### config.mk
export PLATFORM = sky130hd
export DESIGN_NAME = vram_axis_reader
export DESIGN_NICKNAME = d
export VERILOG_FILES = /design/src/rtl/vram_axis_reader.sv
export SDC_FILE = /design/constraint.sdc
export NUM_CORES = 1
export LEC_CHECK = 0
export BUFFER_PORTS_ARGS = -buffer_cell sky130_fd_sc_hd__buf_2
export CORE_MARGIN = 2
export CORE_UTILIZATION = 41
export CTS_CLUSTER_SIZE = 28
export DETAILED_ROUTE_END_ITERATION = 8
export GPL_ROUTABILITY_DRIVEN = 0
export PLACE_DENSITY_LB_ADDON = 0.08
export SYNTH_ARGS = -nofsm -noshare
export SYNTH_HDL_FRONTEND = slang
export SYNTH_SLANG_ARGS = --single-unit
### constraint.sdc
create_clock -name axis_aclk -period 3.2 [get_ports axis_aclk]
set_clock_uncertainty 0.15 [all_clocks]
set_input_delay 0.16 -clock axis_aclk [delete_from_list [all_inputs] [get_ports axis_aclk]]
set_output_delay 0.16 -clock axis_aclk [all_outputs]
set_load 0.01 [all_outputs]
### src/rtl/vram_axis_reader.sv
`default_nettype none
// ============================================================================
// Module   : vram_axis_reader
// Purpose  : Raster-order frame-buffer readout, emitted as an 8-bit
//            AXI4-Stream master (blue, green, red per pixel).
// Revision : 1.0 - initial release
// ============================================================================
module vram_axis_reader #(
    parameter int H_ACTIVE = 1280,
    parameter int V_ACTIVE = 720
) (
    input  logic        axis_aclk,
    input  logic        axis_aresetn,
    input  logic        start,
    output logic        busy,
    output logic        frame_done,
    output logic        vram_rd,
    output logic [10:0] vram_col,
    output logic [9:0]  vram_row,
    input  logic [7:0]  vram_red,
    input  logic [7:0]  vram_green,
    input  logic [7:0]  vram_blue,
    output logic        axis_tvalid,
    input  logic        axis_tready,
    output logic [7:0]  axis_tdata,
    output logic        axis_tstrb,
    output logic        axis_tkeep,
    output logic        axis_tlast
);

    generate
        if (H_ACTIVE < 1 || H_ACTIVE > 2048 || V_ACTIVE < 1 || V_ACTIVE > 1024) begin : g_bad_geometry
            $error("vram_axis_reader: H_ACTIVE must be 1..2048 and V_ACTIVE 1..1024");
        end
    endgenerate

    localparam logic [1:0]  ST_IDLE  = 2'd0;
    localparam logic [1:0]  ST_RUN   = 2'd1;
    localparam logic [1:0]  ST_DRAIN = 2'd2;
    localparam logic [10:0] COL_LAST = 11'(H_ACTIVE - 1);
    localparam logic [9:0]  ROW_LAST = 10'(V_ACTIVE - 1);

    logic [1:0]       state_q, state_d;
    logic [10:0]      col_q, col_d;
    logic [9:0]       row_q, row_d;
    logic             inflight_q, inflight_d;
    logic             inflight_last_q, inflight_last_d;
    logic [1:0]       occ_q, occ_d;
    logic [1:0]       byte_q, byte_d;
    logic [1:0][24:0] ent_q, ent_d;     // {last, red, green, blue}; entry 0 is the head
    logic             done_q, done_d;

    logic       rd;
    logic       at_last;
    logic       tvalid;
    logic       tlast;
    logic       hs;
    logic       pop;
    logic [1:0] occ_after;

    always_comb begin
        // Reserve a slot for every read in flight so returning data always fits.
        rd      = (state_q == ST_RUN) && ((occ_q + {1'b0, inflight_q}) < 2'd2);
        at_last = (row_q == ROW_LAST) && (col_q == COL_LAST);
        tvalid  = (occ_q != 2'd0);
        tlast   = tvalid && (byte_q == 2'd2) && ent_q[0][24];
        hs      = tvalid && axis_tready;
        pop     = hs && (byte_q == 2'd2);

        state_d = state_q;
        col_d   = col_q;
        row_d   = row_q;
        case (state_q)
            ST_IDLE: begin
                if (start) begin
                    state_d = ST_RUN;
                    col_d   = 11'd0;
                    row_d   = 10'd0;
                end
            end
            ST_RUN: begin
                if (rd) begin
                    if (at_last) begin
                        state_d = ST_DRAIN;
                    end else if (col_q == COL_LAST) begin
                        col_d = 11'd0;
                        row_d = row_q + 10'd1;
                    end else begin
                        col_d = col_q + 11'd1;
                    end
                end
            end
            ST_DRAIN: begin
                if (hs && tlast) begin
                    state_d = ST_IDLE;
                end
            end
            default: state_d = ST_IDLE;
        endcase

        inflight_d      = rd;
        inflight_last_d = rd && at_last;

        byte_d = byte_q;
        if (hs) begin
            byte_d = (byte_q == 2'd2) ? 2'd0 : byte_q + 2'd1;
        end

        occ_after = occ_q - {1'b0, pop};
        ent_d     = ent_q;
        if (pop) begin
            ent_d[0] = ent_q[1];
        end
        if (inflight_q) begin
            ent_d[occ_after[0]] = {inflight_last_q, vram_red, vram_green, vram_blue};
        end
        occ_d  = occ_after + {1'b0, inflight_q};
        done_d = hs && tlast;
    end

    always_ff @(posedge axis_aclk) begin
        if (!axis_aresetn) begin
            state_q         <= ST_IDLE;
            col_q           <= 11'd0;
            row_q           <= 10'd0;
            inflight_q      <= 1'b0;
            inflight_last_q <= 1'b0;
            occ_q           <= 2'd0;
            byte_q          <= 2'd0;
            ent_q           <= '0;
            done_q          <= 1'b0;
        end else begin
            state_q         <= state_d;
            col_q           <= col_d;
            row_q           <= row_d;
            inflight_q      <= inflight_d;
            inflight_last_q <= inflight_last_d;
            occ_q           <= occ_d;
            byte_q          <= byte_d;
            ent_q           <= ent_d;
            done_q          <= done_d;
        end
    end

    always_comb begin
        case (byte_q)
            2'd0:    axis_tdata = tvalid ? ent_q[0][7:0]   : 8'd0;
            2'd1:    axis_tdata = tvalid ? ent_q[0][15:8]  : 8'd0;
            default: axis_tdata = tvalid ? ent_q[0][23:16] : 8'd0;
        endcase
    end

    assign busy        = (state_q != ST_IDLE);
    assign frame_done  = done_q;
    assign vram_rd     = rd;
    assign vram_col    = col_q;
    assign vram_row    = row_q;
    assign axis_tvalid = tvalid;
    assign axis_tstrb  = tvalid;
    assign axis_tkeep  = tvalid;
    assign axis_tlast  = tlast;

endmodule
`default_nettype wire

======== Yosys cells after proc, flatten, opt, wreduce, memory -nomap -nowiden ========
Index checks and enable logic that the tools add are counted.
cells by class
  add/subtract/negate cells ............... 6
  $lt $le $gt $ge ......................... 3
  eq/ne operators ......................... 12
  multiplexer cells ....................... 25
  reduce and logical (&&, ||, !) cells .... 17
operators with widths
  kind                                                 count
  2-to-1 mux 25 bit                                    3
  bitwise mux 50 bit                                   1
  2-to-1 mux 11 bit                                    4
  2-to-1 mux 10 bit                                    4
  demux 25 bit (select 1 bit)                          1
  2-to-1 mux 8 bit                                     3
  case mux 11 bit (2 select lines)                     1
  case mux 10 bit (2 select lines)                     1
  case mux 8 bit (2 select lines)                      1
  adder 11 x 1 -> 11 bit, second input constant        1
  equality test 11 bit, second input constant          1
  adder 10 x 1 -> 10 bit, second input constant        1
  equality test 10 bit, second input constant          1
  2-to-1 mux 2 bit                                     5
  != test 2 bit, second input constant                 5
  logical AND 1 bit                                    9
  AND reduction 4 bit                                  2
  case mux 2 bit (3 select lines)                      1
  nonzero test 2 bit                                   3
  AND reduction 5 bit                                  1
  adder 2 x 1 -> 2 bit                                 2
  equality test 2 x 1 -> 1 bit, second input constant  2
  equality test 2 bit, second input constant           2
  zero test 2 bit                                      2
  6 further kinds                                      6
storage, ports and cells
  flip-flop bits (word level) ............. 80
  output and inout port bits .............. 36
  logic and storage cells ................. 73

======== Logic depth before layout (Yosys ltp) ========
Gate-level depths: netlist (run 1).
  word-level depth ........................ 10
  mapped depth ............................ 11
  gate-level depth less buffers ........... 7

======== Worst setup path before layout (run 1) ========
Ideal clock, no wire load.
  kind .................................... flip-flop to flip-flop
  start point ............................. register occ_q[1]
  end point ............................... register ent_q[30] (netlist bit)
  setup time .............................. 128 ps
  arrival time ............................ 2,491 ps
  slack ................................... 431 ps
  cell stages (with the launch flop) ...... 12
  path buffers ............................ 4
  period minus slack after synthesis ...... 2,769 ps
  cell sequence ........................... dfxtp_1 o21ai_1 nor3b_1 buf_2 buf_6 ha_1 inv_1 ha_1 buf_2 clkbuf_1 mux2i_1 nor2_1
on the way
  word-level cells in the longest chain between the ends .. 9
  elaborated cells between the ends (all ways) .. 10
ends and longest elaborated chain
  element                                                                                                  RTL line  RTL
  start, declared                                                                                          48        logic [1:0] occ_q, occ_d;
  start signal, assigned                                                                                   128       occ_q <= 2'd0;
  start signal, assigned                                                                                   138       occ_q <= occ_d;
  nonzero test 2 bit (*)                                                                                   65        tvalid = (occ_q != 2'd0);
  logical AND 1 bit (*)                                                                                    67        hs = tvalid && axis_tready;
  logical AND 1 bit (*)                                                                                    68        pop = hs && (byte_q == 2'd2);
  subtractor 2 x 1 -> 2 bit (*)                                                                            109       occ_after = occ_q - {1'b0, pop};
  less-than comparator 1 x 2 -> 1 bit (implied by the code) / >= comparator 1 bit (equally long branches)  115       ent_d[occ_after[0]] = {inflight_last_q, vram_red, vram_green, vram_blue};
  logical AND 1 bit (implied by the code)                                                                  115
  2-to-1 mux 25 bit (implied by the code)                                                                  115
  demux 25 bit (select 1 bit) (*)                                                                          115
  bitwise mux 50 bit (*)                                                                                   115
  end signal, assigned                                                                                     140       ent_q <= ent_d;
  end, declared                                                                                            50        logic [1:0][24:0] ent_q, ent_d;
Mark *: on every way between the ends. The rest lies on a longest branch, timed or not.
A chain may end at the register's enable or synchronous reset.

======== Worst setup path in the final report (run 1) ========
  start point ............................. register byte_q[0]
  end point ............................... register ent_q[44] (netlist bit)
on the way
  word-level cells in the longest chain between the ends .. 8
  elaborated cells between the ends (all ways) .. 9
ends and longest elaborated chain
  element                                                                                                  RTL line  RTL
  start, declared                                                                                          49        logic [1:0] byte_q, byte_d;
  start signal, assigned                                                                                   139       byte_q <= byte_d;
  equality test 2 bit (*)                                                                                  68
  logical AND 1 bit (*)                                                                                    68
  subtractor 2 x 1 -> 2 bit (*)                                                                            109
  less-than comparator 1 x 2 -> 1 bit (implied by the code) / >= comparator 1 bit (equally long branches)  115
  logical AND 1 bit (implied by the code)                                                                  115
  2-to-1 mux 25 bit (implied by the code)                                                                  115
  demux 25 bit (select 1 bit) (*)                                                                          115
  bitwise mux 50 bit (*)                                                                                   115
Marks and branches as above.

==> results.md, run 1 <==
* Clock sinks at 80
* Gr usage total at 0.188
* Max IR drop VDD at 0.000204 V
* Setup repair bufs after CTS at 0
* Pin count of the biggest net entering global routing at 51
* Fmax at 0.420 GHz
* Hold Vio Cnt, Final at 0
* WS Path Type: register to register
* Commonest non-fill, non-tap cell in the layout: nor2_1
* Crit. End Element: register
* Reg power frac at 0.519
* Layout fillers at 877
* Post-DP HPWL at 5910 um
* Core Rows at 35
* First-pass detailed-route iteration total at 4
* #FFs+latches synth at 80
* Status: finished clean
* Skew-Pair Late Insertion Delay at 0.34 ns
* # setup viols final at 0
* Cell-internal power at 1.50 mW
* Via/cell ratio at 5.33
* CTS tree: built
* Die height at 100 um
* Max_slew headroom at 0.483
* Min Tclk post-route at 2.38 ns
* CTS clk-pin slew, worst paths at 0.08 ns
* Root Driver: clkbuf_8
* Synth Instances at 420
* Initial antenna violation count at 0
* Crit-path max FO at 26
* WL per Instance at 14.8 um
* Post-synthesis sequential area ratio at 0.423
* Area growth syn-to-layout at 21.7%
* Final core occ at 0.506
* Port buffer count at 63
* Hold_buf cts at 26
* Req. time, crit path at 3.25 ns
* Clock group share of total power at 0.381
* Synth async-reset ratio at 0
* Clock Tree Buf Depth at 2
* Post-synth EDFFs at 0
* Number of max-cap violations at 0
* Starting Density at 0.416
* DRT iter0 DRCs at 90
* Routed WL at 9060 um
* Vias in the first global route at 3126
* Nets at 529
* Full die area at 10000 um^2
* First-pass GRT wire length at 15000 um
* Post-DRT Antenna Nets at 0
* CTS H-tree depth at 3
* Max-slew violation count at 0
* CTS resizes at 0
* Total global routing overflow at 0
* Cell area after synthesis at 3790 um^2
* Antenna Cells at 0
* Synth cell types at 56
* Die width at 100 um
* Core box area at 9110 um^2
* CTS Buf Count at 9
* DRC viols at 0
* Sum of negative setup slack at 0 ns
* Avg Cell Area, Syn at 9.02 um^2
* Share of power burned in combinational logic at 0.100
* Top FF cell, synth: dfxtp_1
* DR vias at 3266
* Crit share post-route at 0.743
* Ports at 64
* Sequential cell area at 1600 um^2
* Multi-input gate area at 2010 um^2
* Commonest cells after routing, fill and taps aside: nor2_1, dfxtp_1, buf_2, mux2i_1, dlygate4sd3_1
* Power density over the cells at 439 nW/um^2
* Lkg Pwr at 1.80 nW
* Synthesized net count at 452
* RSZ-0062 raised after global routing: false
* Share of layout cells above drive strength 1 at 0.185
* Sw Ratio at 0.258
* Crit path DAT at 2.43 ns
* Crit path launch type: register
* Net Switching at 0.521 mW
* Synth warn at 0
* Measured slew at the worst slew-check pin at 0.773 ns
* Min-Delay Path Class: primary input to register
[synthesized netlist by cell type (4+ instances only)]
cell | n | area, um^2
dfxtp_1 | 80 | 1600
and2_1 | 6 | 37.5
nand3_1 | 9 | 45.0
nor3_1 | 9 | 45.0
buf_1 | 4 | 15.0
inv_1 | 9 | 33.8
o21ai_0 | 7 | 35.0
nand2_1 | 16 | 60.1
a31oi_1 | 5 | 31.3
a21oi_1 | 13 | 65.1
a211oi_1 | 25 | 188
buf_2 | 6 | 30.0
nor2_1 | 82 | 308
and3_1 | 7 | 43.8
clkbuf_1 | 14 | 52.6
nand4_1 | 6 | 37.5
mux2i_1 | 58 | 581
ha_1 | 4 | 50.1
[critical path: stages, from the launching register on]
cell and delay [ns]:
dfxtp_1 0.74, nor3b_2 0.11, ha_1 0.31, inv_1 0.06, ha_1 0.13, buf_4 0.42
mux2i_1 0.26, nor2_1 0.05
[layer usage]
metal | vias to the layer above | share of wire | GRT usage
li1 | 1685 | - | -
met1 | 1524 | 0.47 | 0.241
met2 | 53 | 0.50 | 0.323
met3 | 4 | 0.026 | 0.0265
met4 | 0 | 0.0067 | 0.0643
met5 | - | 0 | 0
[metrics by stage]
stage / total power [mW] / hold slack, ns / area (um^2) / worst slack (ns) / cells
floorplan: 1.19 / 0.147 / 3790 / 0.431 / 420
global placement: 1.25 / 0.256 / 4150 / 0.885 / 571
detailed placement: 1.25 / 0.267 / 4150 / 0.843 / 571
CTS: 2.05 / 0.0597 / 4610 / 0.829 / 613
global route: 2.12 / 0.0699 / 4610 / 0.665 / 613
finish: 2.02 / 0.0783 / 4610 / 0.821 / 613
[worst paths after layout]
| kind | start | to | slack, ns | depth (start not counted) |
|---|---|---|---|---|
| worst max register to register | byte_q[0]$_SDFFE_PN0P_ | ent_q[44]$_SDFFE_PN0P_ | 0.82 | 7 |
| worst max-delay path | byte_q[0]$_SDFFE_PN0P_ | ent_q[44]$_SDFFE_PN0P_ | 0.82 | 7 |
| worst min register to register | ent_q[48]$_SDFFE_PN0P_ | ent_q[48]$_SDFFE_PN0P_ | 0.35 | 2 |
| worst min-delay path | axis_aresetn | vram_col[6]$_SDFFE_PN0P_ | 0.08 | 2 |
[logic make-up (layout without fill, tap and decap cells)]
group,after synthesis,after routing,synth area share
mux,58,58,0.153
flops,80,80,0.423
xor+xnor,2,2,0.00463
simple gates,155,155,0.195
fa+ha+maj,4,4,0.0132
compound gates,83,83,0.164
buf+inv,38,120,0.0476
[state kept, by name, indices dropped and copies added (netlist names)]
name and flops:
ent_q 50, vram_col 11, vram_row 10, byte_q 2, occ_q 2, state_q 2, frame_done 1, inflight_last_q 1
inflight_q 1
[power groups by stage]
stage	clock (mW)	sequential [mW]	combinational, mW
after floorplan	0	1.06	0.128
after global placement	0	1.07	0.178
after detailed placement	0	1.07	0.179
after CTS	0.794	1.05	0.204
after global routing	0.840	1.05	0.227
final	0.770	1.05	0.202
[layout make-up]
type,instances,share of cell area
tap,111,0.0301
clock buffer,10,0.0299
sequential,80,0.347
inverter,9,0.00733
multi-input combinational,302,0.436
clock inverter,6,0.0147
timing repair buffer,95,0.135
No activity file was read; power rests on OpenSTA's default activity.
==> run 2, diff against run 1 <==
Clock period 3.2 ns to 1.95 ns, I/O delays scaled along.
==> run 2 against run 1 <==
Sequential power is 64% higher. Count of clock-buffer cells in the layout rose by 1. Worst setup slack worse by 0.77 ns. Cell count grew 7.3%. Register-to-register slack got worse by 0.77 ns. Critical path depth is 1 higher. Largest power group unchanged. Sequential share of layout area down 3.2 points. Die area unchanged. Power is 58% higher. Cell area is 11% higher. Critical endpoint is now ent_q[49]$_SDFFE_PN0P_.
==> results.md, run 2 (synthesized netlist as in run 1, its figures left out) <==
* Port buffer count at 63 (unchanged)
* Crit. End Element: register (unchanged)
* Lkg Pwr at 2.05 nW (was 1.80 nW)
* DRC viols at 0 (unchanged)
* Starting Density at 0.416 (unchanged)
* CTS H-tree depth at 3 (unchanged)
* Family with the most delay on the worst path: adder cells (was flip-flops)
* Area growth syn-to-layout at 34.9% (was 21.7%)
* DRT iter0 DRCs at 93 (was 90)
* Final core occ at 0.561 (was 0.506)
* Commonest non-fill, non-tap cell in the layout: nor2_1 (unchanged)
* Max IR drop VDD at 0.000385 V (was 0.000204 V)
* Max reg flops at 50 (unchanged)
* Max_slew headroom at 0.695 (was 0.483)
* Post-DP HPWL at 6690 um (was 5910 um)
* Via/cell ratio at 5.33 (about the same)
* Slowest CP cell: dfxtp_4 (was dfxtp_1)
* Die width at 100 um (unchanged)
* Vias in the first global route at 3266 (was 3126)
* Clock group share of total power at 0.334 (was 0.381)
* Crit share post-route at 0.975 (was 0.743)
* Fmax at 0.526 GHz (was 0.420 GHz)
* Max-slew violation count at 0 (unchanged)
* Routed WL at 9740 um (was 9060 um)
* Gr usage total at 0.194 (was 0.188)
* CTS Buf Count at 9 (unchanged)
* Most frequent CP cell: ha_4 (was ha_1)
* # setup viols final at 0 (unchanged)
* Commonest cells after routing, fill and taps aside: nor2_1, dfxtp_1, buf_2, mux2i_1, buf_4 (was nor2_1, dfxtp_1, buf_2, mux2i_1, dlygate4sd3_1)
* Pre-CTS setup slack at -0.0300 ns (was 0.843 ns)
* Antenna Cells at 0 (unchanged)
* Min setup slack post-route at 0.0487 ns (was 0.821 ns)
* Status: finished clean (unchanged)
* Hold path startpoint: ent_q[28]$_SDFFE_PN0P_ (was axis_aresetn)
* Hold path cells at 2 (unchanged)
* RSZ-0062 raised after global routing: true (was false)
* Hold Vio Cnt, Final at 0 (unchanged)
* First-pass GRT wire length at 15500 um (was 15000 um)
* Min Tclk post-route at 1.90 ns (was 2.38 ns)
* Hold Path End: ent_q[28]$_SDFFE_PN0P_ (was vram_col[6]$_SDFFE_PN0P_)
* Sw Ratio at 0.266 (was 0.258)
* Crit-path max FO at 7 (was 26)
* Reg2reg setup slack at 0.05 ns (was 0.82 ns)
* Core Rows at 35 (unchanged)
* Number of max-cap violations at 0 (unchanged)
* Skew-Pair Late Insertion Delay at 0.35 ns (was 0.34 ns)
* Core box area at 9110 um^2 (unchanged)
* Cell-internal power at 2.35 mW (was 1.50 mW)
* Worst r2r dst: ent_q[49]$_SDFFE_PN0P_ (was ent_q[44]$_SDFFE_PN0P_)
* Req. time, crit path at 2.02 ns (was 3.25 ns)
* WS Path Type: register to register (unchanged)
* CP max stage delay at 0.40 ns (was 0.74 ns)
* Clock Tree Buf Depth at 2 (unchanged)
* Top reg by flops: ent_q (unchanged)
* Power density over the cells at 626 nW/um^2 (was 439 nW/um^2)
* Crit path DAT at 1.97 ns (was 2.43 ns)
* CTS tree: built (unchanged)
* Min-Delay Path Class: register to register (was primary input to register)
* Worst path cell trace: o21ai_4, nor3b_4, ha_4, inv_2, ha_4, clkbuf_16, mux2i_1, nor2_1 (was nor3b_2, ha_1, inv_1, ha_1, buf_4, mux2i_1, nor2_1)
* Initial antenna violation count at 0 (unchanged)
* Post-DRT Antenna Nets at 0 (unchanged)
* Reg2reg path depth at 8 (was 7)
* Nets at 574 (was 529)
* Net Switching at 0.850 mW (was 0.521 mW)
* Crit path launch type: register (unchanged)
* Root Driver: clkbuf_8 (unchanged)
* Share of layout cells above drive strength 1 at 0.287 (was 0.185)
* Worst path buffer plus inverter count at 2 (unchanged)
* Reg power frac at 0.536 (was 0.519)
* WL per Instance at 14.8 um (about the same)
* Share of power burned in combinational logic at 0.130 (was 0.100)
* Clock sinks at 80 (unchanged)
* CTS clk-pin slew, worst paths at 0.08 ns (about the same)
* First-pass detailed-route iteration total at 4 (unchanged)
* Total global routing overflow at 0 (unchanged)
* Full die area at 10000 um^2 (unchanged)
* Pin count of the biggest net entering global routing at 51 (unchanged)
* Critical R2R Launch: occ_q[1]$_SDFF_PN0_ (was byte_q[0]$_SDFFE_PN0P_)
* Ports at 64 (unchanged)
* Measured slew at the worst slew-check pin at 0.458 ns (was 0.773 ns)
* Die height at 100 um (unchanged)
* DR vias at 3505 (was 3266)
-- run 2: worst register-to-register path, stage by stage, from the launching register on --
cell and delay [ns]:
dfxtp_4 0.40, o21ai_4 0.08, nor3b_4 0.25, ha_4 0.24
inv_2 0.06, ha_4 0.20, clkbuf_16 0.18, mux2i_1 0.18
nor2_1 0.05
-- run 2: area by class of cell --
| cell class | count | area, um^2 |
|---|---|---|
| clock buffers | 11 | 131 |
| clock inverters | 5 | 31.3 |
| fillers | 862 | 4000 |
| inverters | 9 | 33.8 |
| multi-input cells | 302 | 2120 |
| flip-flops and latches | 80 | 1610 |
| well taps | 111 | 139 |
| repair buffers | 140 | 1040 |
-- run 2: what timing repair did --
item	CTS	global route
pin swaps	0	5
setup buffers	0	2
endpoints found under the hold margin	57	0
setup endpoints to repair	9	32
resized for setup	5	13
cloned	0	1
hold buffers	27	0
-- run 2: routing by layer --
metal,share of wire,global-route usage,vias up
li1,-,-,1773
met1,0.45,0.239,1634
met2,0.49,0.342,81
met3,0.034,0.0313,17
met4,0.017,0.0727,0
met5,0,0,-
-- run 2: stage by stage --
stage / setup TNS (ns) / total power [mW] / hold WS [ns] / cell area, um^2 / std cells
6_report: 0 / 3.20 / 0.349 / 5110 / 658
5_1_grt: -0.142 / 3.35 / 0.380 / 5110 / 658
4_1_cts: 0 / 3.23 / 0.355 / 5020 / 655
3_5_place_dp: -0.0485 / 2.10 / 0.208 / 4570 / 612
3_3_place_gp: -0.0127 / 2.10 / 0.195 / 4570 / 612
2_1_floorplan: -2.43 / 1.97 / 0.0847 / 3910 / 420
-- run 2: power groups by stage --
stage / Sequential [mW] / Clock, mW / Combinational (mW)
after floorplan: 1.75 / 0 / 0.220
after global placement: 1.75 / 0 / 0.349
after detailed placement: 1.75 / 0 / 0.352
after CTS: 1.72 / 1.11 / 0.401
after global routing: 1.72 / 1.17 / 0.457
final: 1.72 / 1.07 / 0.414
-- run 2: how the worst max path moves through the flow --
stage                        startpoint                        to  slack (ns)  depth (start not counted)
3_3_place_gp   vram_col[0]$_SDFFE_PN0P_  vram_col[4]$_SDFFE_PN0P_       -0.01                          7
5_1_grt             occ_q[1]$_SDFF_PN0_    ent_q[26]$_SDFFE_PN0P_       -0.03                          8
2_1_floorplan       occ_q[0]$_SDFF_PN0_    ent_q[30]$_SDFFE_PN0P_       -0.13                         11
4_1_cts          byte_q[0]$_SDFFE_PN0P_             axis_tdata[3]       0.004                          6
6_report            occ_q[1]$_SDFF_PN0_    ent_q[49]$_SDFFE_PN0P_        0.05                          8
3_5_place_dp   vram_col[0]$_SDFFE_PN0P_  vram_col[4]$_SDFFE_PN0P_       -0.03                          7
